==> config.mk <==
export PLATFORM = sky130hd
export DESIGN_NAME = nand_slot_arbiter
export DESIGN_NICKNAME = d
export VERILOG_FILES = /design/src/rtl/nand_arb_pkg.sv /design/src/rtl/nand_slot_ctrl.sv /design/src/rtl/nand_slot_arbiter.sv
export SDC_FILE = /design/constraint.sdc
export NUM_CORES = 1
export LEC_CHECK = 0
export CORE_UTILIZATION = 49
export CTS_BUF_LIST = sky130_fd_sc_hd__clkbuf_4 sky130_fd_sc_hd__clkbuf_8
export DETAILED_ROUTE_END_ITERATION = 8
export PLACE_DENSITY = 0.78
export SETUP_SLACK_MARGIN = 0.1
export SLEW_MARGIN = 20
export SYNTH_ARGS = -nofsm -noshare
export SYNTH_HDL_FRONTEND = slang
export SYNTH_SLANG_ARGS = --single-unit
==> constraint.sdc <==
create_clock -name clk -period 1.5 [get_ports clk]
set_input_delay 0.225 -clock clk [delete_from_list [all_inputs] [get_ports clk]]
set_output_delay 0.225 -clock clk [all_outputs]
set_load 0.1 [all_outputs]
==> src/rtl/nand_arb_pkg.sv <==
// Shared constants, slot state encoding and width helpers for the NAND slot arbiter.
package nand_arb_pkg;

    // One 74LS00 package provides four 2-input NAND gates.
    localparam int NUM_SLOTS = 4;

    typedef enum logic {
        SLOT_IDLE   = 1'b0,
        SLOT_SETTLE = 1'b1
    } slot_state_t;

    // Width of a requester ID; never narrower than one bit.
    function automatic int owner_width(input int num_req);
        return (num_req <= 2) ? 1 : $clog2(num_req);
    endfunction

    // Width of the settle counter, which must hold the value SETTLE_CYCLES.
    function automatic int count_width(input int settle);
        return (settle <= 1) ? 1 : $clog2(settle + 1);
    endfunction

endpackage

==> src/rtl/nand_slot_ctrl.sv <==
// One gate slot: holds operands on the package pins for the settle time,
// then raises a capture strobe naming the owning requester.
module nand_slot_ctrl
    import nand_arb_pkg::*;
#(
    parameter int OWNER_W       = 2,
    parameter int SETTLE_CYCLES = 2
) (
    input  logic               clk,
    input  logic               rst,
    input  logic               load,
    input  logic               load_a,
    input  logic               load_b,
    input  logic [OWNER_W-1:0] load_owner,
    output logic               slot_a,
    output logic               slot_b,
    output logic               capture,
    output logic [OWNER_W-1:0] owner,
    output slot_state_t        state
);

    localparam int              CNT_W    = count_width(SETTLE_CYCLES);
    localparam logic [CNT_W-1:0] CNT_INIT = CNT_W'(SETTLE_CYCLES);

    slot_state_t        state_q, state_d;
    logic [CNT_W-1:0]   cnt_q, cnt_d;
    logic [OWNER_W-1:0] owner_q, owner_d;
    logic               a_q, a_d;
    logic               b_q, b_d;

    // Slot state, counter, owner and operand registers.
    always_ff @(posedge clk) begin
        if (rst) begin
            state_q <= SLOT_IDLE;
            cnt_q   <= '0;
            owner_q <= '0;
            a_q     <= 1'b0;
            b_q     <= 1'b0;
        end else begin
            state_q <= state_d;
            cnt_q   <= cnt_d;
            owner_q <= owner_d;
            a_q     <= a_d;
            b_q     <= b_d;
        end
    end

    // Next state: load from IDLE, count down in SETTLE, release the pins on the last cycle.
    always_comb begin
        state_d = state_q;
        cnt_d   = cnt_q;
        owner_d = owner_q;
        a_d     = a_q;
        b_d     = b_q;
        case (state_q)
            SLOT_IDLE: begin
                if (load) begin
                    state_d = SLOT_SETTLE;
                    cnt_d   = CNT_INIT;
                    owner_d = load_owner;
                    a_d     = load_a;
                    b_d     = load_b;
                end
            end
            SLOT_SETTLE: begin
                if (cnt_q == CNT_W'(1)) begin
                    state_d = SLOT_IDLE;
                    cnt_d   = '0;
                    a_d     = 1'b0;
                    b_d     = 1'b0;
                end else begin
                    cnt_d = cnt_q - CNT_W'(1);
                end
            end
        endcase
    end

    // The gate output is sampled at the edge that ends the last settle cycle.
    assign capture = (state_q == SLOT_SETTLE) && (cnt_q == CNT_W'(1));
    assign owner   = owner_q;
    assign slot_a  = a_q;
    assign slot_b  = b_q;
    assign state   = state_q;

endmodule

==> src/rtl/nand_slot_arbiter.sv <==
// Round-robin arbiter sharing the four NAND gates of one 74LS00 among NUM_REQ requesters.
// Handshake: a request transfers in any cycle where req_valid[i] & req_ready[i];
// req_ready depends only on registered state and req_valid, and at most one bit is set.
// rsp_valid[i] is a one-cycle pulse and rsp_y[i] is meaningful only during that pulse.
module nand_slot_arbiter
    import nand_arb_pkg::*;
#(
    parameter int NUM_REQ       = 4,
    parameter int SETTLE_CYCLES = 2
) (
    input  logic               clk,
    input  logic               rst,
    input  logic [NUM_REQ-1:0] req_valid,
    input  logic [NUM_REQ-1:0] req_a,
    input  logic [NUM_REQ-1:0] req_b,
    output logic [NUM_REQ-1:0] req_ready,
    output logic [NUM_REQ-1:0] rsp_valid,
    output logic [NUM_REQ-1:0] rsp_y,
    output logic [3:0]         gate_a,
    output logic [3:0]         gate_b,
    input  logic [3:0]         gate_y,
    output logic [3:0]         slot_busy
);

    localparam int OWNER_W = owner_width(NUM_REQ);

    if (SETTLE_CYCLES < 1) begin : g_bad_settle
        $error("nand_slot_arbiter: SETTLE_CYCLES must be at least 1");
    end
    if (NUM_REQ < 2 || NUM_REQ > 8) begin : g_bad_num_req
        $error("nand_slot_arbiter: NUM_REQ must be in 2..8");
    end

    logic [OWNER_W-1:0] ptr_q, ptr_d;
    logic [NUM_REQ-1:0] outstanding_q, outstanding_d;
    logic [NUM_REQ-1:0] rsp_valid_q, rsp_valid_d;
    logic [NUM_REQ-1:0] rsp_y_q, rsp_y_d;

    logic [NUM_REQ-1:0] eligible;
    logic               found_req;
    logic               found_slot;
    logic               grant;
    logic [OWNER_W-1:0] winner;
    logic [1:0]         free_slot;
    logic [NUM_SLOTS-1:0] slot_load;
    logic [NUM_SLOTS-1:0] capture;
    logic [OWNER_W-1:0] cap_owner  [NUM_SLOTS];
    slot_state_t        slot_state [NUM_SLOTS];

    for (genvar s = 0; s < NUM_SLOTS; s++) begin : g_slot
        nand_slot_ctrl #(
            .OWNER_W       (OWNER_W),
            .SETTLE_CYCLES (SETTLE_CYCLES)
        ) u_slot (
            .clk        (clk),
            .rst        (rst),
            .load       (slot_load[s]),
            .load_a     (req_a[winner]),
            .load_b     (req_b[winner]),
            .load_owner (winner),
            .slot_a     (gate_a[s]),
            .slot_b     (gate_b[s]),
            .capture    (capture[s]),
            .owner      (cap_owner[s]),
            .state      (slot_state[s])
        );
        assign slot_busy[s] = (slot_state[s] == SLOT_SETTLE);
        assign slot_load[s] = grant && (free_slot == 2'(s));
    end

    // Winner: first eligible requester scanning upward from ptr+1 with wrap-around.
    always_comb begin
        eligible  = req_valid & ~outstanding_q;
        found_req = 1'b0;
        winner    = '0;
        for (int k = 1; k <= NUM_REQ; k++) begin
            if (!found_req && eligible[(int'(ptr_q) + k) % NUM_REQ]) begin
                found_req = 1'b1;
                winner    = OWNER_W'((int'(ptr_q) + k) % NUM_REQ);
            end
        end
    end

    // Lowest-numbered free slot; scanning downward leaves the lowest one selected.
    always_comb begin
        found_slot = 1'b0;
        free_slot  = '0;
        for (int s = NUM_SLOTS - 1; s >= 0; s--) begin
            if (!slot_busy[s]) begin
                found_slot = 1'b1;
                free_slot  = 2'(s);
            end
        end
    end

    assign grant     = found_req && found_slot;
    assign req_ready = grant ? (NUM_REQ'(1) << winner) : '0;

    // Response demux from slot captures, outstanding bookkeeping and pointer advance.
    always_comb begin
        ptr_d         = ptr_q;
        outstanding_d = outstanding_q;
        rsp_valid_d   = '0;
        rsp_y_d       = rsp_y_q;
        for (int s = 0; s < NUM_SLOTS; s++) begin
            for (int r = 0; r < NUM_REQ; r++) begin
                if (capture[s] && cap_owner[s] == OWNER_W'(r)) begin
                    rsp_valid_d[r]   = 1'b1;
                    rsp_y_d[r]       = gate_y[s];
                    outstanding_d[r] = 1'b0;
                end
            end
        end
        // A granted requester had outstanding==0, so it cannot also be completing here.
        if (grant) begin
            outstanding_d[winner] = 1'b1;
            ptr_d                 = winner;
        end
    end

    // Arbiter registers; the pointer resets to the last requester so requester 0 leads.
    always_ff @(posedge clk) begin
        if (rst) begin
            ptr_q         <= OWNER_W'(NUM_REQ - 1);
            outstanding_q <= '0;
            rsp_valid_q   <= '0;
            rsp_y_q       <= '0;
        end else begin
            ptr_q         <= ptr_d;
            outstanding_q <= outstanding_d;
            rsp_valid_q   <= rsp_valid_d;
            rsp_y_q       <= rsp_y_d;
        end
    end

    assign rsp_valid = rsp_valid_q;
    assign rsp_y     = rsp_y_q;

endmodule

# Yosys cells after proc, flatten, opt, wreduce, memory -nomap -nowiden
# Index checks and enable logic that the tools add are counted.
# word_totals
reg_bits	42
inputBits	18
out_inout_bits	24
wordCells	261
# op_classes
add_sub_neg	8
magnitude_cmp	6
eq_ne	27
n_shift	1
n_mux	128
bitwise	11
n_reduce_logical	53
# op_table
cell	count
2-to-1 mux 1 bit	87
2-to-1 mux 2 bit	16
logical AND 1 bit	29
one-hot mux 1 bit (2 select lines)	12
equality test 2 bit (second input constant)	10
equality test 2 x 1 -> 1 bit (second input constant)	9
< comparator 3 x 4 -> 1 bit (second input constant)	4
one-hot mux 2 bit (2 select lines)	4
AND reduction 2 bit	8
nonzero test 4 bit	4
binary-select mux 1 bit (select 2 bit)	6
logical NOT 2 bit	5
2-to-1 mux 4 bit	2
!= test 2 x 1 -> 1 bit (second input constant)	4
!= test 2 bit (second input constant)	4
OR reduction 2 bit	4
subtractor 2 x 1 -> 2 bit (second input constant)	4
adder 2 x 1 -> 2 bit (second input constant)	2
adder 2 bit (second input constant)	2
AND 1 bit (first input constant)	4
AND 4 bit	1
NOT 1 bit	4
NOT 4 bit	1
bitwise OR 4 bit	1
5 further kinds	7

# Longest topological paths before layout
# Gate-level depths: netlist (run 1).
# depth
depth_word	22
depth_mapped	7
mapped_depth_nobuf	7

# Cells and area by module
# From an unflattened synthesis (run 1), not the netlist that was laid out.
# hier_totals
cells_unflattened	244
hier_area_um2	2224.6
# by_module_without_submodules
mod	instances	cells_per_inst	area_each_um2	seq_area_each_um2
nand_slot_ctrl	4	28	282.8	140.1
nand_slot_arbiter	1	132	1093.5	280.3

# Worst setup path after synthesis (run 1)
# Ideal clock, no wire load.
# synth_timing
path_type	reg-to-output
from	reg outstanding_q[1]
to	out req_ready[1]
arrival_ps	2562
required_time_ps	1275
slack_ps	-1287
stages_incl_launch_ff	8
n_path_buf	2
path_cell_list	dfxtp_1 nand2b_4 buf_6 o221ai_1 a32o_2 buf_6 nand2_1 nor2_1
# synth_between
elab_chain_cells	17
elab_cells_between_ends	31
classes_between	shift: 1; mux: 21; bitwise: 2; reduce/logical: 7
# synth_rtl
element	line_no	rtl
from (decl)	nand_slot_arbiter.sv:35	logic [NUM_REQ-1:0] outstanding_q, outstanding_d;
from (signal assigned)	nand_slot_arbiter.sv:130	outstanding_q <= outstanding_d;
NOT 4 bit *	nand_slot_arbiter.sv:73	eligible = req_valid & ~outstanding_q;
AND 4 bit *	nand_slot_arbiter.sv:73	
binary-select mux 1 bit (select 2 bit)	nand_slot_arbiter.sv:77	if (!found_req && eligible[(int'(ptr_q) + k) % NUM_REQ]) begin
2-to-1 mux 1 bit (implied by the code) (2 in series)	nand_slot_arbiter.sv:77	
2-to-1 mux 1 bit	nand_slot_arbiter.sv:77	
logical NOT 1 bit	nand_slot_arbiter.sv:77	
logical AND 1 bit	nand_slot_arbiter.sv:77	
2-to-1 mux 1 bit	nand_slot_arbiter.sv:77	
logical NOT 1 bit	nand_slot_arbiter.sv:77	
logical AND 1 bit	nand_slot_arbiter.sv:77	
2-to-1 mux 1 bit	nand_slot_arbiter.sv:77	
logical NOT 1 bit	nand_slot_arbiter.sv:77	
logical AND 1 bit	nand_slot_arbiter.sv:77	
2-to-1 mux 2 bit / 2-to-1 mux 1 bit (equally long branches)	nand_slot_arbiter.sv:77	
<< shifter 1 x 2 -> 4 bit / logical AND 1 bit (equally long branches)	nand_slot_arbiter.sv:97, nand_slot_arbiter.sv:96	
2-to-1 mux 4 bit *	nand_slot_arbiter.sv:97	assign req_ready = grant ? (NUM_REQ'(1) << winner) : '0;
to (decl)	nand_slot_arbiter.sv:16	output logic [NUM_REQ-1:0] req_ready,
# Every way passes the cells marked *; elsewhere a longest branch is shown, timed or not. The select of a mux whose other input is x is not followed.

# Worst setup path after layout (run 1)
# layout_timing
from	reg outstanding_q[3]
to	out req_ready[0]
# Same word-level chain as after synthesis.

==> results of run 1 <==
## metrics by stage
step | utilization, % | setup TNS [ps] | cell area, µm² | power [W] | hold WS, ps
2_1_floorplan | - | -2750 | 2540 | 0.00347 | 454
3_3_place_gp | 78.4 | -14780 | 3530 | 0.00451 | 499
3_5_place_dp | 78.4 | -17090 | 3530 | 0.00461 | 506
4_1_cts | 90.6 | -6200 | 4080 | 0.00584 | 517
5_1_grt | 96.3 | -14030 | 4340 | 0.00672 | 545
6_report | 96.3 | -13120 | 4340 | 0.00662 | 541
## logic make-up (layout without fill, tap and decap cells)
kind of cell / Yosys count / count (layout)
AOI/OAI and AO/OA: 61 / 61
adders and majority gates: 4 / 4
muxes: 12 / 12
DFF: 42 / 42
and+or+nand+nor: 109 / 109
buffers and inverters: 42 / 146
## per-layer routing
metal / global-route usage (%) / vias to the layer above / wire length, µm
met1: 45.0 / 1446 / 4230
met4: 20.2 / 2 / 1170
met2: 65.9 / 331 / 5810
met3: 5.49 / 144 / 1490
li1: - / 1194 / -
met5: 0 / - / 28
## critical path, cell delays in order (launching register included)
cell      delay [ps]
dfxtp_2          400
nand2b_4         210
o221ai_4         150
a32oi_2          300
nand2_2          170
nor2_4           210
buf_12           200
## final cells by class
type | count | area share (%)
well taps | 52 | 1.50
multi-input cells | 186 | 44.1
repair buffers | 121 | 30.8
clock inverters | 2 | 0.317
inverters | 17 | 1.47
clock buffers | 6 | 1.76
flip-flops and latches | 42 | 20.0
## sequential cells by signal (all words and copies together), names as in the netlist
register / flops
rsp_y: 4
g_slot.u_slot.state: 4
g_slot.u_slot.cnt_q: 8
g_slot.u_slot.slot_b: 4
g_slot.u_slot.slot_a: 4
outstanding_q: 4
rsp_valid: 4
ptr_q: 2
g_slot.u_slot.owner: 8
## worst max path at each step
stage,from,to
CTS,outstanding_q[0],req_ready[0]
detailed placement,req_valid[0],g_slot[3].u_slot.slot_a
global placement,req_valid[0],g_slot[2].u_slot.slot_a
floorplan,outstanding_q[1],req_ready[0]
finish,outstanding_q[3],req_ready[0]
global route,outstanding_q[3],req_ready[0]
## what timing repair did
action | 4_1_cts | 5_1_grt
endpoints found under the hold margin | 0 | 0
resized for setup | 87 | 46
endpoints found under the setup margin | 44 | 46
pin swaps | 40 | 35
setup buffers | 16 | 16
## where the power goes
group          leakage (nW)  switching, W  total [W]  internal (W)
registers             0.349      0.000291    0.00160       0.00131
clock network        0.0486      0.000459   0.000807      0.000348
logic                  1.38       0.00248    0.00420       0.00173
## layout by cell type (no fill, tap or decap), types with 3 or more instances in the layout
cell type,instances
inv_1,13
clkbuf_8,5
inv_2,4
a221oi_2,4
dfxtp_1,26
a211o_1,3
a21oi_2,7
nor3_4,4
buf_4,56
nand2_1,7
mux2i_1,12
dfxtp_2,13
nand2_4,3
nor2_4,6
ha_4,4
nand2b_4,6
dfxtp_4,3
nor3_1,3
buf_6,24
dlygate4sd2_1,4
nor2b_1,4
a32oi_2,3
buf_12,24
nand4b_1,4
nand4_1,5
a211oi_1,4
o221ai_2,8
clkdlybuf4s50_1,13
nand2_2,3
or3_4,6
a21oi_1,10
nand3_1,8
a211oi_2,3
nor2_2,4
nand2b_1,3
a211oi_4,3
nor2_1,26
a31oi_4,4
==> impl_metrics.ini, run 1 <==
[logic_synthesis]
synth-xor-area-share_pct = 0
synthAdderAreaFrac_pct = 2.12
syn_area_per_cell_um2 = 8.75
syn-instance-count = 270
post-synth-top-count-cell = dfxtp_1
yosysTopAreaCell = dfxtp_1
ys_seq_area_share_pct = 35.6
synth_edf_count = 0
ys_types = 43
synth_ff_type = dfxtp_1
ys_seq_elements = 42
synth_top_area_share_pct = 35.6
synth_compound_area_share_pct = 21.9
syn_area_um2 = 2360
async_flop_share_pct = 0
syn_nets = 292
synth_area_leaders = dfxtp_1, nor2_1, mux2i_1
synth.area.mux_share_pct = 5.08
synth_common_cells = dfxtp_1, nor2_1, a21oi_1, inv_1, nand2_1
yosys.area_share.simple_pct = 25.6
synth_top_family_by_area = simple AND/OR/NAND/NOR gates
yosysWarnings = 0

[placement]
port_buffers = 41
hpwl_mm = 5.29
pre_cts_ws_ps = -673
placed_cells = 396
place.gp.congestion = 0.854

[floorplanning]
io_pins = 42
dieArea_um2 = 5100
initial_utilization_pct = 52.4
die_y_um = 71.4
core_region_area_um2 = 4500
rows = 24
die_w_um = 71.4

[timing]
period_minus_slack_ps = 2180
drv_slew = 0
worst_slew_pin_slew_ps = 582
period_share_pct = 146
rsz0062_at_grt = true
setup-violations-final = 42
hold_viol = 0
finClkSkew_ps = 12.9
fmax_mhz = 458
max_slew_margin_pct = 60.9
setup_ws_ps = -683

[cts]
cts.sinks = 42
clock_path_buffers = 2
cts_tree = built
ctsRootBufferMaster = clkbuf_8
worstSkewPairLatency_ps = 320
h-tree-depth = 2
path_clk_slew_ps = 90
cts_made_buffers = 5
ctsHoldBuffers = 0

[worst_setup_path]
arrival_ps = 1960
rr_worst_depth = 7
worstSetupEndpointType = output port
cp.required_ps = 1270
ff2ff_setup_slack_ps = -520
crit_fanout = 5
critical_path_class = register to output port
r2r_end = g_slot[3].u_slot.slot_b
cp-start-kind = register
r2r-start = outstanding_q[3]

[finish]
drive_above_1_share_pct = 59.6
nets = 395
seqCellArea_um2 = 868
fill_cells = 90
syn_to_final_growth_pct = 83.6
final_cells = 426
multi_input_area_um2 = 1910
antenna_cells = 0

[outcome]
violations = negative setup slack
outcome = finished with violations

[run]
cap_violations = 0

[drt]
drcViolationCount = 0
routed_via_density = 7.32
drtIter0Drc = 369
wl_mm = 12.7
ant_nets = 0
vias = 3117
first_pass_iters = 5
post_drt_wl_per_cell_um = 29.9

[min_path]
min_path_cells = 2
hp-class = register to register
holdPathEnd = rsp_y[1]
hold_start = rsp_y[1]

[pwr]
p_leak_nw = 1.78
power.density_nw_per_um2 = 1530
peakVddDrop_uv = 1870

[grt]
grt_pass1_wl_mm = 14.5
gr-total-overflow = 0
grt_usage_pct = 37.8
grt_max_degree = 15
antenna_found_initial = 0
grt_pass1_vias = 2710
Note: power is estimated with default switching activity, not from simulation.
==> run 2, diff against run 1 <==
CAP_MARGIN = 25   (was default)
CORE_ASPECT_RATIO = 1.75   (was default)
==> run 2 against run 1 <==
Compared with the run above:
- highest routed layer is now met4
- register-to-register slack got worse by 50 ps
- maximum frequency increased by 3.9%
- the run still ends with negative setup slack left
- clock-buffer cell count decreased by 1
- power increased by 0.68%
==> impl_metrics.ini, run 2 (synthesis results as in run 1) <==
[outcome]
outcome = finished with violations
violations = negative setup slack

[finish]
nets = 406
antenna_cells = 0
layout_common_cells = buf_4, nor2_1, dfxtp_1, buf_12, buf_6
drive_above_1_share_pct = 57.7
final_common_cell = buf_4
final_cells = 437
syn_to_final_growth_pct = 83.6
fill_cells = 128

[floorplanning]
die_y_um = 93.9
dieArea_um2 = 5110
io_pins = 42
core_region_area_um2 = 4670
die_w_um = 54.5
initial_utilization_pct = 50.6
rows = 33

[worst_setup_path]
ff2ff_setup_slack_ps = -570
worstSetupEndpointType = output port
arrival_ps = 1880
rr_worst_depth = 7
critical_path_class = register to output port
r2r-start = outstanding_q[1]
crit_fanout = 3
cp.required_ps = 1270
cp-start-kind = register
r2r_end = g_slot[3].u_slot.slot_a

[placement]
port_buffers = 41
place.gp.congestion = 0.881
hpwl_mm = 5.40
placed_cells = 403

[grt]
grt_pass1_vias = 2797
gr-total-overflow = 0
grt_max_degree = 17
grt_pass1_wl_mm = 14.1
antenna_found_initial = 0
grt_usage_pct = 39.2

[drt]
drtIter0Drc = 241
wl_mm = 12.1
drcViolationCount = 0
routed_via_density = 6.82
vias = 2979
first_pass_iters = 5
post_drt_wl_per_cell_um = 27.7
ant_nets = 0

[timing]
max_slew_margin_pct = 65.0
drv_slew = 0
tns_ps = -10920
setup-violations-final = 42
hold_viol = 0
period_share_pct = 140
worst_slew_pin_slew_ps = 522
period_minus_slack_ps = 2100
fmax_mhz = 476
finClkSkew_ps = 14.9
setup_ws_ps = -602
rsz0062_at_grt = true

[min_path]
holdPathEnd = rsp_y[2]
hold_start = rsp_y[2]
hp-class = register to register
min_path_cells = 2

[pwr]
power.density_nw_per_um2 = 1540
p_leak_nw = 1.83
peakVddDrop_uv = 1640

[cts]
ctsRootBufferMaster = clkbuf_8
path_clk_slew_ps = 100
clock_path_buffers = 2
cts.sinks = 42
worstSkewPairLatency_ps = 320
ctsHoldBuffers = 0
h-tree-depth = 2
cts_made_buffers = 5
cts_tree = built

[run]
cap_violations = 0
-- run 2: power breakdown --
| part | switching [W] | total, W | internal (W) | leakage [nW] |
|---|---|---|---|---|
| clock network | 0.000468 | 0.000959 | 0.000492 | 0.0579 |
| logic | 0.00237 | 0.00412 | 0.00175 | 1.43 |
| registers | 0.000269 | 0.00158 | 0.00131 | 0.349 |
-- run 2: through the flow --
stage / hold slack, ps / setup WS (ps) / utilization (%) / cell area (µm²) / total power, W
2_1_floorplan: 454 / -423 / - / 2540 / 0.00347
3_3_place_gp: 498 / -560 / 76.8 / 3580 / 0.00460
3_5_place_dp: 499 / -640 / 76.8 / 3580 / 0.00468
4_1_cts: 516 / -451 / 86.9 / 4050 / 0.00590
5_1_grt: 548 / -997 / 93.0 / 4340 / 0.00684
6_report: 529 / -602 / 93.0 / 4340 / 0.00666
-- run 2: area by class of cell --
type                    instances  area, µm²  share of cell area [%]
clock buffers                   5       68.8                    1.59
repair buffers                132       1420                    32.8
multi-input cells             186       1810                    41.7
inverters                      17       63.8                    1.47
clock inverters                 3       40.0                   0.923
flip-flops and latches         42        868                    20.0
well taps                      52       65.1                    1.50
-- run 2: worst max path at each step --
| stage | start | endpoint | cells past startpoint |
|---|---|---|---|
| 2_1_floorplan | outstanding_q[1] | req_ready[0] | 6 |
| 3_3_place_gp | req_valid[2] | g_slot[3].u_slot.slot_a | 6 |
| 4_1_cts | outstanding_q[1] | req_ready[3] | 6 |
| 6_report | outstanding_q[2] | req_ready[0] | 6 |
| 3_5_place_dp | req_valid[0] | g_slot[0].u_slot.slot_b | 7 |
| 5_1_grt | outstanding_q[1] | g_slot[3].u_slot.slot_a | 7 |
-- run 2: critical path, stage by stage (launching register included) --
cell      delay, ps
dfxtp_4         400
nand2b_4        170
and4_4          210
a41oi_4         270
nand2_2         170
nor2_4          160
buf_12          180
-- run 2: what timing repair did --
item / in CTS / in global routing
buffers inserted: 19 / 13
pin swaps: 22 / 27
gates resized for setup: 60 / 46
endpoints found under the setup margin: 42 / 45
-- run 2: metal layers --
| layer | GRT usage (%) | wire length [µm] | vias to the layer above |
|---|---|---|---|
| met1 | 37.3 | 3890 | 1402 |
| met2 | 68.0 | 6020 | 256 |
| met4 | 28.2 | 1160 | 0 |
| li1 | - | - | 1211 |
| met3 | 9.55 | 1050 | 110 |
| met5 | 0 | 0 | - |
==> run 3, diff against run 2 <==
SETUP_SLACK_MARGIN = 0.2   (was 0.1)
==> run 3 against run 2 <==
Compared with the run above:
- the run now fails in global routing (5_1_grt)
- synthesized area stayed put
- synthesized cell count unchanged
==> impl_metrics.ini, run 3 <==
[logic_synthesis]
synth_compound_area_share_pct = 21.9
ys_types = 43
synth_top_family_by_area = simple AND/OR/NAND/NOR gates
ys_seq_elements = 42
synth-xor-area-share_pct = 0
synthAdderAreaFrac_pct = 2.12
synth_area_leaders = dfxtp_1, nor2_1, mux2i_1
synth.area.mux_share_pct = 5.08
yosys.area_share.simple_pct = 25.6
synth_edf_count = 0
syn_area_per_cell_um2 = 8.75
yosysTopAreaCell = dfxtp_1
synth_top_area_share_pct = 35.6
syn-instance-count = 270
async_flop_share_pct = 0
synth_common_cells = dfxtp_1, nor2_1, a21oi_1, inv_1, nand2_1
yosysWarnings = 0
post-synth-top-count-cell = dfxtp_1
synth_ff_type = dfxtp_1
syn_nets = 292
ys_seq_area_share_pct = 35.6
syn_area_um2 = 2360

[grt]
grt_max_degree = 19

[cts]
cts.sinks = 42
ctsRootBufferMaster = clkbuf_8
cts_made_buffers = 5
h-tree-depth = 2
clock_path_buffers = 2

[outcome]
stop_error = [ERROR DPL-0038] Utilization greater than 100%, impossible to legalize
outcome = stopped before the end
lastStage = global routing (5_1_grt)

[floorplanning]
initial_utilization_pct = 50.6
die_w_um = 54.5
io_pins = 42
die_y_um = 93.9
rows = 33

[placement]
port_buffers = 41
hpwl_mm = 5.33
place.gp.congestion = 0.848
pre_cts_ws_ps = -694

[timing]
worst_path_end_type = top-level output
postGrtWorstEndpoint = req_ready[1]
-- run 3: cell families after synthesis --
family,count (synthesis)
DFF,42
and+or+nand+nor,109
buffers and inverters,42
adders and majority gates,4
AOI/OAI and AO/OA,61
muxes,12
-- run 3: per-stage QoR --
stage,area (µm²),cells,utilization [%]
after global placement,3580,400,76.7
after CTS,4220,431,90.4
after detailed placement,3580,400,76.7
after floorplan,2570,270,-
-- run 3: repair_timing --
action | CTS
buffers inserted | 24
cloned | 0
endpoints found under the setup margin | 49
hold buffers | 0
hold endpoints to repair | 0
pin swaps | 47
gates resized for setup | 88
==> run 4, diff against run 3 <==
CORE_ASPECT_RATIO = default   (was 1.75)
CORE_UTILIZATION = 40   (was 49)
CTS_BUF_LIST = default   (was sky130_fd_sc_hd__clkbuf_4 sky130_fd_sc_hd__clkbuf_8)
PLACE_DENSITY = default   (was 0.78)
PLACE_DENSITY_LB_ADDON = 0.15   (was default)
SETUP_SLACK_MARGIN = default   (was 0.2)
clock period = 2 ns   (was 1.5 ns; I/O delays follow)
==> run 4 against run 3 <==
Compared with the run above:
- the flow now finishes, with violations (negative setup slack)
==> impl_metrics.ini, run 4 (synthesis results as in run 1) <==
[floorplanning]
dieArea_um2 = 6220
die_y_um = 78.9
io_pins = 42
die_w_um = 78.9
core_region_area_um2 = 5610
rows = 27
initial_utilization_pct = 42.1

[drt]
routed_via_density = 5.30
drtIter0Drc = 151
wl_mm = 5.88
post_drt_wl_per_cell_um = 14.0
first_pass_iters = 4
vias = 2226
drcViolationCount = 0
ant_nets = 0

[cts]
clock_path_buffers = 2
path_clk_slew_ps = 90
h-tree-depth = 2
cts.sinks = 42
cts_tree = built
worstSkewPairLatency_ps = 300
ctsRootBufferMaster = clkbuf_8
cts_made_buffers = 5

[pwr]
peakVddDrop_uv = 578
p_total_w = 0.00418
power.density_nw_per_um2 = 1220
p_leak_nw = 1.50

[grt]
grt_pass1_wl_mm = 9.60
antenna_found_initial = 0
gr-total-overflow = 0
grt_pass1_vias = 2043
grt_max_degree = 16
grt_usage_pct = 19.8

[finish]
antenna_cells = 0
final_common_cell = buf_4
nets = 369
layout_common_cells = buf_4, dfxtp_1, nor2_1
syn_to_final_growth_pct = 44.5
drive_above_1_share_pct = 35.1

[timing]
tns_ps = -40.9
period_share_pct = 101
fmax_mhz = 497
worst_slew_pin_slew_ps = 643
max_slew_margin_pct = 56.9
hold_viol = 0
drv_slew = 0
finClkSkew_ps = 9.91
setup-violations-final = 4
rsz0062_at_grt = true
setup_ws_ps = -13.4
hold_ws_ps = 477
period_minus_slack_ps = 2010

[worst_setup_path]
critical_path_class = register to output port
arrival_ps = 1710
worstSetupEndpointType = output port
rr_worst_depth = 8
cp-start-kind = register
cp.required_ps = 1700
crit_fanout = 6

[placement]
place.gp.congestion = 0.831
hpwl_mm = 4.60
port_buffers = 41
pre_cts_ws_ps = -261

[outcome]
violations = negative setup slack
outcome = finished with violations

[min_path]
min_path_cells = 2
hp-class = register to register

[run]
cap_violations = 0
-- run 4: worst paths after layout --
path | slack, ps | start | end
hold / removal | 480 | rsp_y[1] | rsp_y[1]
setup reg to reg | 130 | outstanding_q[1] | g_slot[2].u_slot.slot_b
setup / recovery | -10 | outstanding_q[3] | req_ready[0]
hold reg to reg | 480 | rsp_y[1] | rsp_y[1]
-- run 4: power by group --
group | switching [W] | internal (W)
sequential | 0.000132 | 0.000971
combinational | 0.00134 | 0.000922
clock | 0.000319 | 0.000500
-- run 4: critical path, cell delays in order, from the launching register on --
cell and delay [ps]:
dfxtp_2 370, and2b_1 210, a22oi_2 230, a211oi_2 110, buf_4 190, nor2_4 130
buf_12 180
-- run 4: stage by stage --
stage                     utilization (%)  cell area, µm²  std cells
after global placement               56.7            3180        404
after detailed placement             56.7            3180        404
final                                60.9            3410        420
after global routing                 60.9            3410        420
after CTS                            60.6            3400        419
after floorplan                         -            2460        270
-- run 4: timing repair --
| item | CTS | global route |
|---|---|---|
| resized for setup | 15 | 1 |
| hold buffers | 0 | 0 |
| pin swaps | 10 | 5 |
| endpoints found under the setup margin | 4 | 5 |
| buffers inserted | 7 | 1 |
-- run 4: area by class of cell --
type,count,area [µm²]
clock buffers,5,68.8
clock inverters,3,68.8
fillers,500,2190
inverters,17,63.8
multi-input cells,186,1420
flip-flops and latches,42,847
well taps,72,90.1
repair buffers,95,851
-- run 4: routing by layer --
| metal | track usage (%) | wire, µm |
|---|---|---|
| met1 | 27.1 | 2810 |
| met2 | 31.1 | 2650 |
| met4 | 7.27 | 134 |
| met5 | 0 | 0 |
| met3 | 3.33 | 285 |
